**config.mk**
```make
export PLATFORM = sky130hd
export DESIGN_NAME = div_issue_ctrl_flat
export DESIGN_NICKNAME = d
export VERILOG_FILES = /design/src/rtl/div_issue_ctrl_if.sv /design/src/rtl/div_issue_ctrl.sv /design/src/flat_wrapper.sv
export SDC_FILE = /design/constraint.sdc
export NUM_CORES = 1
export LEC_CHECK = 0
export CORE_ASPECT_RATIO = 0.6
export CORE_MARGIN = 5
export CORE_UTILIZATION = 38
export DETAILED_ROUTE_END_ITERATION = 10
export PLACE_DENSITY = 0.68
export SYNTH_ARGS = -nofsm -noshare
export SYNTH_HDL_FRONTEND = slang
export SYNTH_SLANG_ARGS = --single-unit
export TNS_END_PERCENT = 1
```
**constraint.sdc**
```tcl
create_clock -name clk -period 5.6 [get_ports clk]
set_clock_uncertainty 0.15 [all_clocks]
set_input_delay 1.12 -clock clk [delete_from_list [all_inputs] [get_ports clk]]
set_output_delay 1.12 -clock clk [all_outputs]
set_load 0.01 [all_outputs]
```
**src/rtl/div_issue_ctrl_if.sv**
```systemverilog
// Handshake and Divider bus for the RV32M divide issue controller.
// slave: the controller; master: EX stage plus Divider side.
interface div_issue_ctrl_if #(
  parameter int XLEN = 32
);
  logic            start;
  logic [1:0]      op;
  logic [XLEN-1:0] rs1;
  logic [XLEN-1:0] rs2;
  logic            flush;
  logic            busy;
  logic            done;
  logic [XLEN-1:0] result;
  logic [XLEN-1:0] div_dividend;
  logic [XLEN-1:0] div_divisor;
  logic [XLEN-1:0] div_quotient;
  logic [XLEN-1:0] div_remainder;

  modport slave (
    input  start, op, rs1, rs2, flush,
    input  div_quotient, div_remainder,
    output busy, done, result,
    output div_dividend, div_divisor
  );

  modport master (
    output start, op, rs1, rs2, flush,
    output div_quotient, div_remainder,
    input  busy, done, result,
    input  div_dividend, div_divisor
  );
endinterface

```
**src/rtl/div_issue_ctrl.sv**
```systemverilog
// RV32M divide issue control: special cases, magnitude
// operands to the Divider, fixed wait and sign correction.
module div_issue_ctrl #(
  parameter int DIV_LATENCY = 4,
  parameter int XLEN        = 32
) (
  input logic             clk,
  input logic             rst,
  div_issue_ctrl_if.slave bus
);
  localparam int CW =
    (DIV_LATENCY > 1) ? $clog2(DIV_LATENCY) : 1;
  localparam logic [CW-1:0] CNT_LAST =
    CW'(DIV_LATENCY - 1);
  localparam logic [XLEN-1:0] MIN_NEG =
    {1'b1, {(XLEN-1){1'b0}}};

  typedef enum logic [1:0] {
    S_IDLE,
    S_WAIT,
    S_DONE
  } state_t;

  state_t          state_q, state_d;
  logic [CW-1:0]   cnt_q, cnt_d;
  logic [XLEN-1:0] res_q, res_d;
  logic [XLEN-1:0] dvd_q, dvd_d;
  logic [XLEN-1:0] dvs_q, dvs_d;
  logic            rem_q, rem_d;
  logic            na_q, na_d;
  logic            nb_q, nb_d;
  logic            busy_q, done_q;

  logic            sgn_op;
  logic            a_neg, b_neg;
  logic [XLEN-1:0] a_mag, b_mag;
  logic            by_zero, ovf;
  logic [XLEN-1:0] spec_res;
  logic [XLEN-1:0] q_fix, r_fix, cap;

  // Request decode: magnitudes and early-out results
  always_comb begin
    sgn_op  = ~bus.op[0];
    a_neg   = sgn_op & bus.rs1[XLEN-1];
    b_neg   = sgn_op & bus.rs2[XLEN-1];
    a_mag   = a_neg ? -bus.rs1 : bus.rs1;
    b_mag   = b_neg ? -bus.rs2 : bus.rs2;
    by_zero = (bus.rs2 == '0);
    ovf     = sgn_op & (bus.rs1 == MIN_NEG)
            & (bus.rs2 == '1);
    spec_res = '0;
    unique case (1'b1)
      by_zero: spec_res = bus.op[1] ? bus.rs1 : '1;
      ovf:     spec_res = bus.op[1] ? '0 : MIN_NEG;
      default: spec_res = '0;
    endcase
  end

  // Sign correction of the Divider's unsigned outputs
  always_comb begin
    q_fix = (na_q ^ nb_q) ? -bus.div_quotient
                          : bus.div_quotient;
    r_fix = na_q ? -bus.div_remainder
                 : bus.div_remainder;
    cap   = rem_q ? r_fix : q_fix;
  end

  // Next state: accept, wait count, capture, flush abort
  always_comb begin
    state_d = state_q;
    cnt_d   = cnt_q;
    res_d   = res_q;
    dvd_d   = dvd_q;
    dvs_d   = dvs_q;
    rem_d   = rem_q;
    na_d    = na_q;
    nb_d    = nb_q;
    unique case (state_q)
      S_WAIT: begin
        if (cnt_q == CNT_LAST) begin
          state_d = S_DONE;
          cnt_d   = '0;
          res_d   = cap;
        end else begin
          cnt_d = cnt_q + CW'(1);
        end
      end
      default: begin
        state_d = S_IDLE;
        if (bus.start) begin
          rem_d = bus.op[1];
          na_d  = a_neg;
          nb_d  = b_neg;
          if (by_zero || ovf) begin
            state_d = S_DONE;
            res_d   = spec_res;
          end else begin
            state_d = S_WAIT;
            cnt_d   = '0;
            dvd_d   = a_mag;
            dvs_d   = b_mag;
          end
        end
      end
    endcase
    if (bus.flush) begin
      state_d = S_IDLE;
      cnt_d   = '0;
      res_d   = res_q;
      dvd_d   = dvd_q;
      dvs_d   = dvs_q;
      rem_d   = rem_q;
      na_d    = na_q;
      nb_d    = nb_q;
    end
  end

  // State and registered outputs
  always_ff @(posedge clk) begin
    if (rst) begin
      state_q <= S_IDLE;
      cnt_q   <= '0;
      res_q   <= '0;
      dvd_q   <= '0;
      dvs_q   <= '0;
      rem_q   <= 1'b0;
      na_q    <= 1'b0;
      nb_q    <= 1'b0;
      busy_q  <= 1'b0;
      done_q  <= 1'b0;
    end else begin
      state_q <= state_d;
      cnt_q   <= cnt_d;
      res_q   <= res_d;
      dvd_q   <= dvd_d;
      dvs_q   <= dvs_d;
      rem_q   <= rem_d;
      na_q    <= na_d;
      nb_q    <= nb_d;
      busy_q  <= (state_d == S_WAIT);
      done_q  <= (state_d == S_DONE);
    end
  end

  assign bus.busy         = busy_q;
  assign bus.done         = done_q;
  assign bus.result       = res_q;
  assign bus.div_dividend = dvd_q;
  assign bus.div_divisor  = dvs_q;
endmodule

```
**src/flat_wrapper.sv**
```systemverilog
// flat-port wrapper written by rule: the top's interface ports become plain ports
module div_issue_ctrl_flat 
#(
  parameter int DIV_LATENCY = 4,
  parameter int XLEN        = 32
)
  (clk, rst, bus_start, bus_op, bus_rs1, bus_rs2, bus_flush, bus_div_quotient, bus_div_remainder, bus_busy, bus_done, bus_result, bus_div_dividend, bus_div_divisor);
  div_issue_ctrl_if #(.XLEN(XLEN)) bus_i ();
  input logic clk;
  input logic rst;
  input wire logic [$bits(bus_i.start)-1:0] bus_start;
  input wire logic [$bits(bus_i.op)-1:0] bus_op;
  input wire logic [$bits(bus_i.rs1)-1:0] bus_rs1;
  input wire logic [$bits(bus_i.rs2)-1:0] bus_rs2;
  input wire logic [$bits(bus_i.flush)-1:0] bus_flush;
  input wire logic [$bits(bus_i.div_quotient)-1:0] bus_div_quotient;
  input wire logic [$bits(bus_i.div_remainder)-1:0] bus_div_remainder;
  output wire logic [$bits(bus_i.busy)-1:0] bus_busy;
  output wire logic [$bits(bus_i.done)-1:0] bus_done;
  output wire logic [$bits(bus_i.result)-1:0] bus_result;
  output wire logic [$bits(bus_i.div_dividend)-1:0] bus_div_dividend;
  output wire logic [$bits(bus_i.div_divisor)-1:0] bus_div_divisor;
  assign bus_i.start = bus_start;
  assign bus_i.op = bus_op;
  assign bus_i.rs1 = bus_rs1;
  assign bus_i.rs2 = bus_rs2;
  assign bus_i.flush = bus_flush;
  assign bus_i.div_quotient = bus_div_quotient;
  assign bus_i.div_remainder = bus_div_remainder;
  assign bus_busy = bus_i.busy;
  assign bus_done = bus_i.done;
  assign bus_result = bus_i.result;
  assign bus_div_dividend = bus_i.div_dividend;
  assign bus_div_divisor = bus_i.div_divisor;
  div_issue_ctrl #(.DIV_LATENCY(DIV_LATENCY), .XLEN(XLEN)) u_core (.clk(clk), .rst(rst), .bus(bus_i));
endmodule
```
==> impl_metrics.env <==
export IMPL_fin_util_pct=54.0
export IMPL_synthCells=915
export IMPL_max_stage_delay_ps=530
export IMPL_slew_viol_final=0
export IMPL_synth_nets=1055
export IMPL_synth_top_cell_by_area="dfxtp_1"
export IMPL_area_delta_synth_final_pct=39.1
export IMPL_wl_per_cell_um=19.5
export IMPL_switching_share_pct=29.7
export IMPL_timing_critical_path_required_ps=5700
export IMPL_grt_overflow_total=0
export IMPL_path_cells="clkdlybuf4s50_1 > inv_1 > ha_1 > nor3b_1 > and4_1 > nand4_1 > o21ai_4 > a22o_1 > buf_4 > nor2_1 > a311oi_2"
export IMPL_dr_pass1_iters=5
export IMPL_outcome="completed"
export IMPL_clock_fmax_mhz=228
export IMPL_grt_pass1_wl_um=39700
export IMPL_startpoint_type="input port"
export IMPL_cap_violations=0
export IMPL_antenna_found_initial=0
export IMPL_slew_headroom_pct=15.0
export IMPL_yosys_area_share_simple_pct=23.6
export IMPL_worst_slack_ps=1220
export IMPL_finalWirelength_um=26400
export IMPL_p_per_area_nw_per_um2=193
export IMPL_die_area_um2=21500
export IMPL_crit_arrival_ps=4480
export IMPL_p_int_mw=1.33
export IMPL_hold_viol=0
export IMPL_post_cts_setup_buffers=0
export IMPL_grt_pass1_vias=6864
export IMPL_cts_tree="done"
export IMPL_clk_pin_slew_ps=80
export IMPL_fin_setup_tns_ps=0
export IMPL_design_area_um2=9800
export IMPL_synthXorXnorAreaFrac_pct=14.9
export IMPL_cp_num_buf_inv=3
export IMPL_place_congestion=0.927
export IMPL_ioPinCount=232
export IMPL_ir_worst_vdd_uv=109
export IMPL_grt_max_degree=78
export IMPL_setup_violations=0
export IMPL_synth_flop_cell="dfxtp_1"
export IMPL_dp_hpwl_um=21000
export IMPL_ys_warnings_count=0
export IMPL_cts_sinks=105
export IMPL_synth_top_area_share_pct=29.8
export IMPL_cp_max_fo=42
export IMPL_synthTopCellsByArea="dfxtp_1, xor2_1, nor2_1, a211oi_1, xnor2_1"
export IMPL_placement_io_buffers=231
export IMPL_tightest_slew_ps=1270
export IMPL_rows=38
export IMPL_synth_fa_ha_area_share_pct=1.07
export IMPL_postSynthAreaPerCell_um2=7.70
export IMPL_root_buffer="clkbuf_16"
export IMPL_static_leakage_power_nw=3.22
export IMPL_criticalPathCategory="input port to register"
export IMPL_regArea_um2=2100
export IMPL_multi_input_area_um2=4610
export IMPL_synth_seq_cells=105
export IMPL_min_period_ps=4380
export IMPL_synth_compound_area_share_pct=25.2
export IMPL_rsz0062_at_grt="no"
export IMPL_synth_edf_count=0
export IMPL_p_clk_share_pct=32.4
export IMPL_clockBufferDepth=2
export IMPL_synth_area_mux_share_pct=0.444
export IMPL_p_switching_mw=0.562
export IMPL_grtUsageTotal_pct=23.6
export IMPL_drive_above_1_share_pct=4.85
export IMPL_path_delay_family="simple AND/OR/NAND/NOR gates"
export IMPL_synth_cell_area_um2=7050
export IMPL_clock_latency_ps=340
export IMPL_diodes=0
export IMPL_htreeDepth=3
export IMPL_seq_area_frac_synth_pct=29.8
export IMPL_hold_buffers=0
export IMPL_finalCritPeriodShare_pct=78.2
export IMPL_drt_vias_per_instance=5.65
export IMPL_die_w_um=186
export IMPL_drtIter0Drc=801
export IMPL_nNetsFinal=1249
export IMPL_placed_area_um2=9520
export IMPL_cts_resized=0
export IMPL_pre_cts_ws_ps=943
export IMPL_vias=7645
export IMPL_total_power_mw=1.89
export IMPL_pwr_share_seq_pct=42.3
export IMPL_yosysUniqueCellTypes=54
export IMPL_synth_top_family_by_area="compound AO/OA/AOI/OAI gates"
export IMPL_start_util_pct=38.8
export IMPL_nFillCells=1782
export IMPL_die_h_um=115
export IMPL_critPathCaptureType="register"
export IMPL_drc=0
export IMPL_synthArstFlopShare_pct=0
export IMPL_critPathSlowestCell="and4_1"
export IMPL_ant_nets=0
export IMPL_power_frac_comb_pct=25.3
export IMPL_core_area_um2=18200
export IMPL_cts_buffers_inserted=9
export IMPL_holdCritPathClass="register to register"
## synth_stat cells (all sizes together), types with 2 or more instances
cell type / instances
nor2: 164
dfxtp: 105
a211oi: 79
xor2: 72
clkbuf: 48
xnor2: 48
nor3: 45
nand2: 42
a21oi: 40
o21ai: 36
nor4: 21
o31ai: 21
inv: 17
o41ai: 17
buf: 16
nand4: 14
o22ai: 14
a311oi: 12
nand2b: 11
o211ai: 10
or4: 10
or3: 8
a31oi: 7
and2: 6
ha: 6
nand3: 6
nor2b: 5
or2: 5
a41oi: 4
nor3b: 4
o21a: 3
and4: 2
mux2i: 2
nand3b: 2
nor4b: 2
o211a: 2
## cells in the final DEF, fill, tap and decap left out, drive strengths merged, types with 2 or more instances in the layout
| cell type | n |
|---|---|
| a211oi | 79 |
| a21oi | 40 |
| a311oi | 12 |
| a31oi | 7 |
| a41oi | 4 |
| and2 | 6 |
| and4 | 2 |
| buf | 17 |
| clkbuf | 11 |
| clkdlybuf4s50 | 230 |
| clkinvlp | 3 |
| dfxtp | 105 |
| ha | 6 |
| inv | 18 |
| mux2i | 2 |
| nand2 | 42 |
| nand2b | 11 |
| nand3 | 6 |
| nand3b | 2 |
| nand4 | 14 |
| nor2 | 164 |
| nor2b | 5 |
| nor3 | 45 |
| nor3b | 4 |
| nor4 | 21 |
| nor4b | 2 |
| o211a | 2 |
| o211ai | 10 |
| o21a | 3 |
| o21ai | 36 |
| o22ai | 14 |
| o31ai | 21 |
| o41ai | 17 |
| or2 | 5 |
| or3 | 8 |
| or4 | 10 |
| xnor2 | 48 |
| xor2 | 72 |
## worst reg2reg max path: cells and delay by family (launching register included)
family	cells	cell delay, ps
compound gates	4	800
xor+xnor	2	1270
flops	1	1150
## layout make-up
class	count	area share, %
Timing Repair Buffer	247	24.9
Sequential cell	105	21.4
Clock buffer	11	2.48
Clock inverter	5	0.408
Tap cell	240	3.06
Multi-Input combinational cell	729	47.1
Inverter	17	0.651
## final timing paths
| check | startpoint | end | slack, ps | cells after the start |
|---|---|---|---|---|
| max reg2reg | u_core.na_q | u_core.bus.result[24] | 2150 | 6 |
| max | bus_rs2[0] | u_core.bus.result[12] | 1220 | 11 |
| min | u_core.bus.div_divisor[31] | u_core.bus.div_divisor[31] | 310 | 2 |
| min reg2reg | u_core.bus.div_divisor[31] | u_core.bus.div_divisor[31] | 310 | 2 |
## power groups by stage
| stage | Sequential (mW) | Combinational, mW | Clock [mW] |
|---|---|---|---|
| detailed placement | 0.818 | 0.474 | 0 |
| finish | 0.801 | 0.478 | 0.614 |
| global route | 0.805 | 0.517 | 0.657 |
| floorplan | 0.828 | 0.202 | 0 |
| CTS | 0.801 | 0.476 | 0.626 |
| global placement | 0.817 | 0.472 | 0 |
## through the flow
step	std cells	hold WS, ps
detailed placement	1338	301
finish	1354	313
floorplan	915	303
global placement	1338	290
global route	1354	335
CTS	1354	318
## registers in the layout, summed over array words and instances (netlist names)
register	flops
u_core.bus.div_dividend	32
u_core.bus.div_divisor	32
u_core.bus.result	32
u_core.cnt_q	2
u_core.state_q	2
u_core.bus.busy	1
u_core.bus.done	1
u_core.na_q	1
u_core.nb_q	1
u_core.rem_q	1
## cells by family after synthesis
logic type | count (synthesis)
simple gates | 351
xor+xnor | 120
flops | 105
mux | 3
buf+inv | 81
compound gates | 249
fa+ha+maj | 6
## layer usage
metal	track usage, %	up-vias	part of all wire [%]
met5	0	-	0
met4	2.13	0	0.34
met3	5.83	9	9.3
met2	32.8	306	40
met1	37.6	3606	50
li1	-	3724	-
No activity file was read; power rests on OpenSTA's default activity.
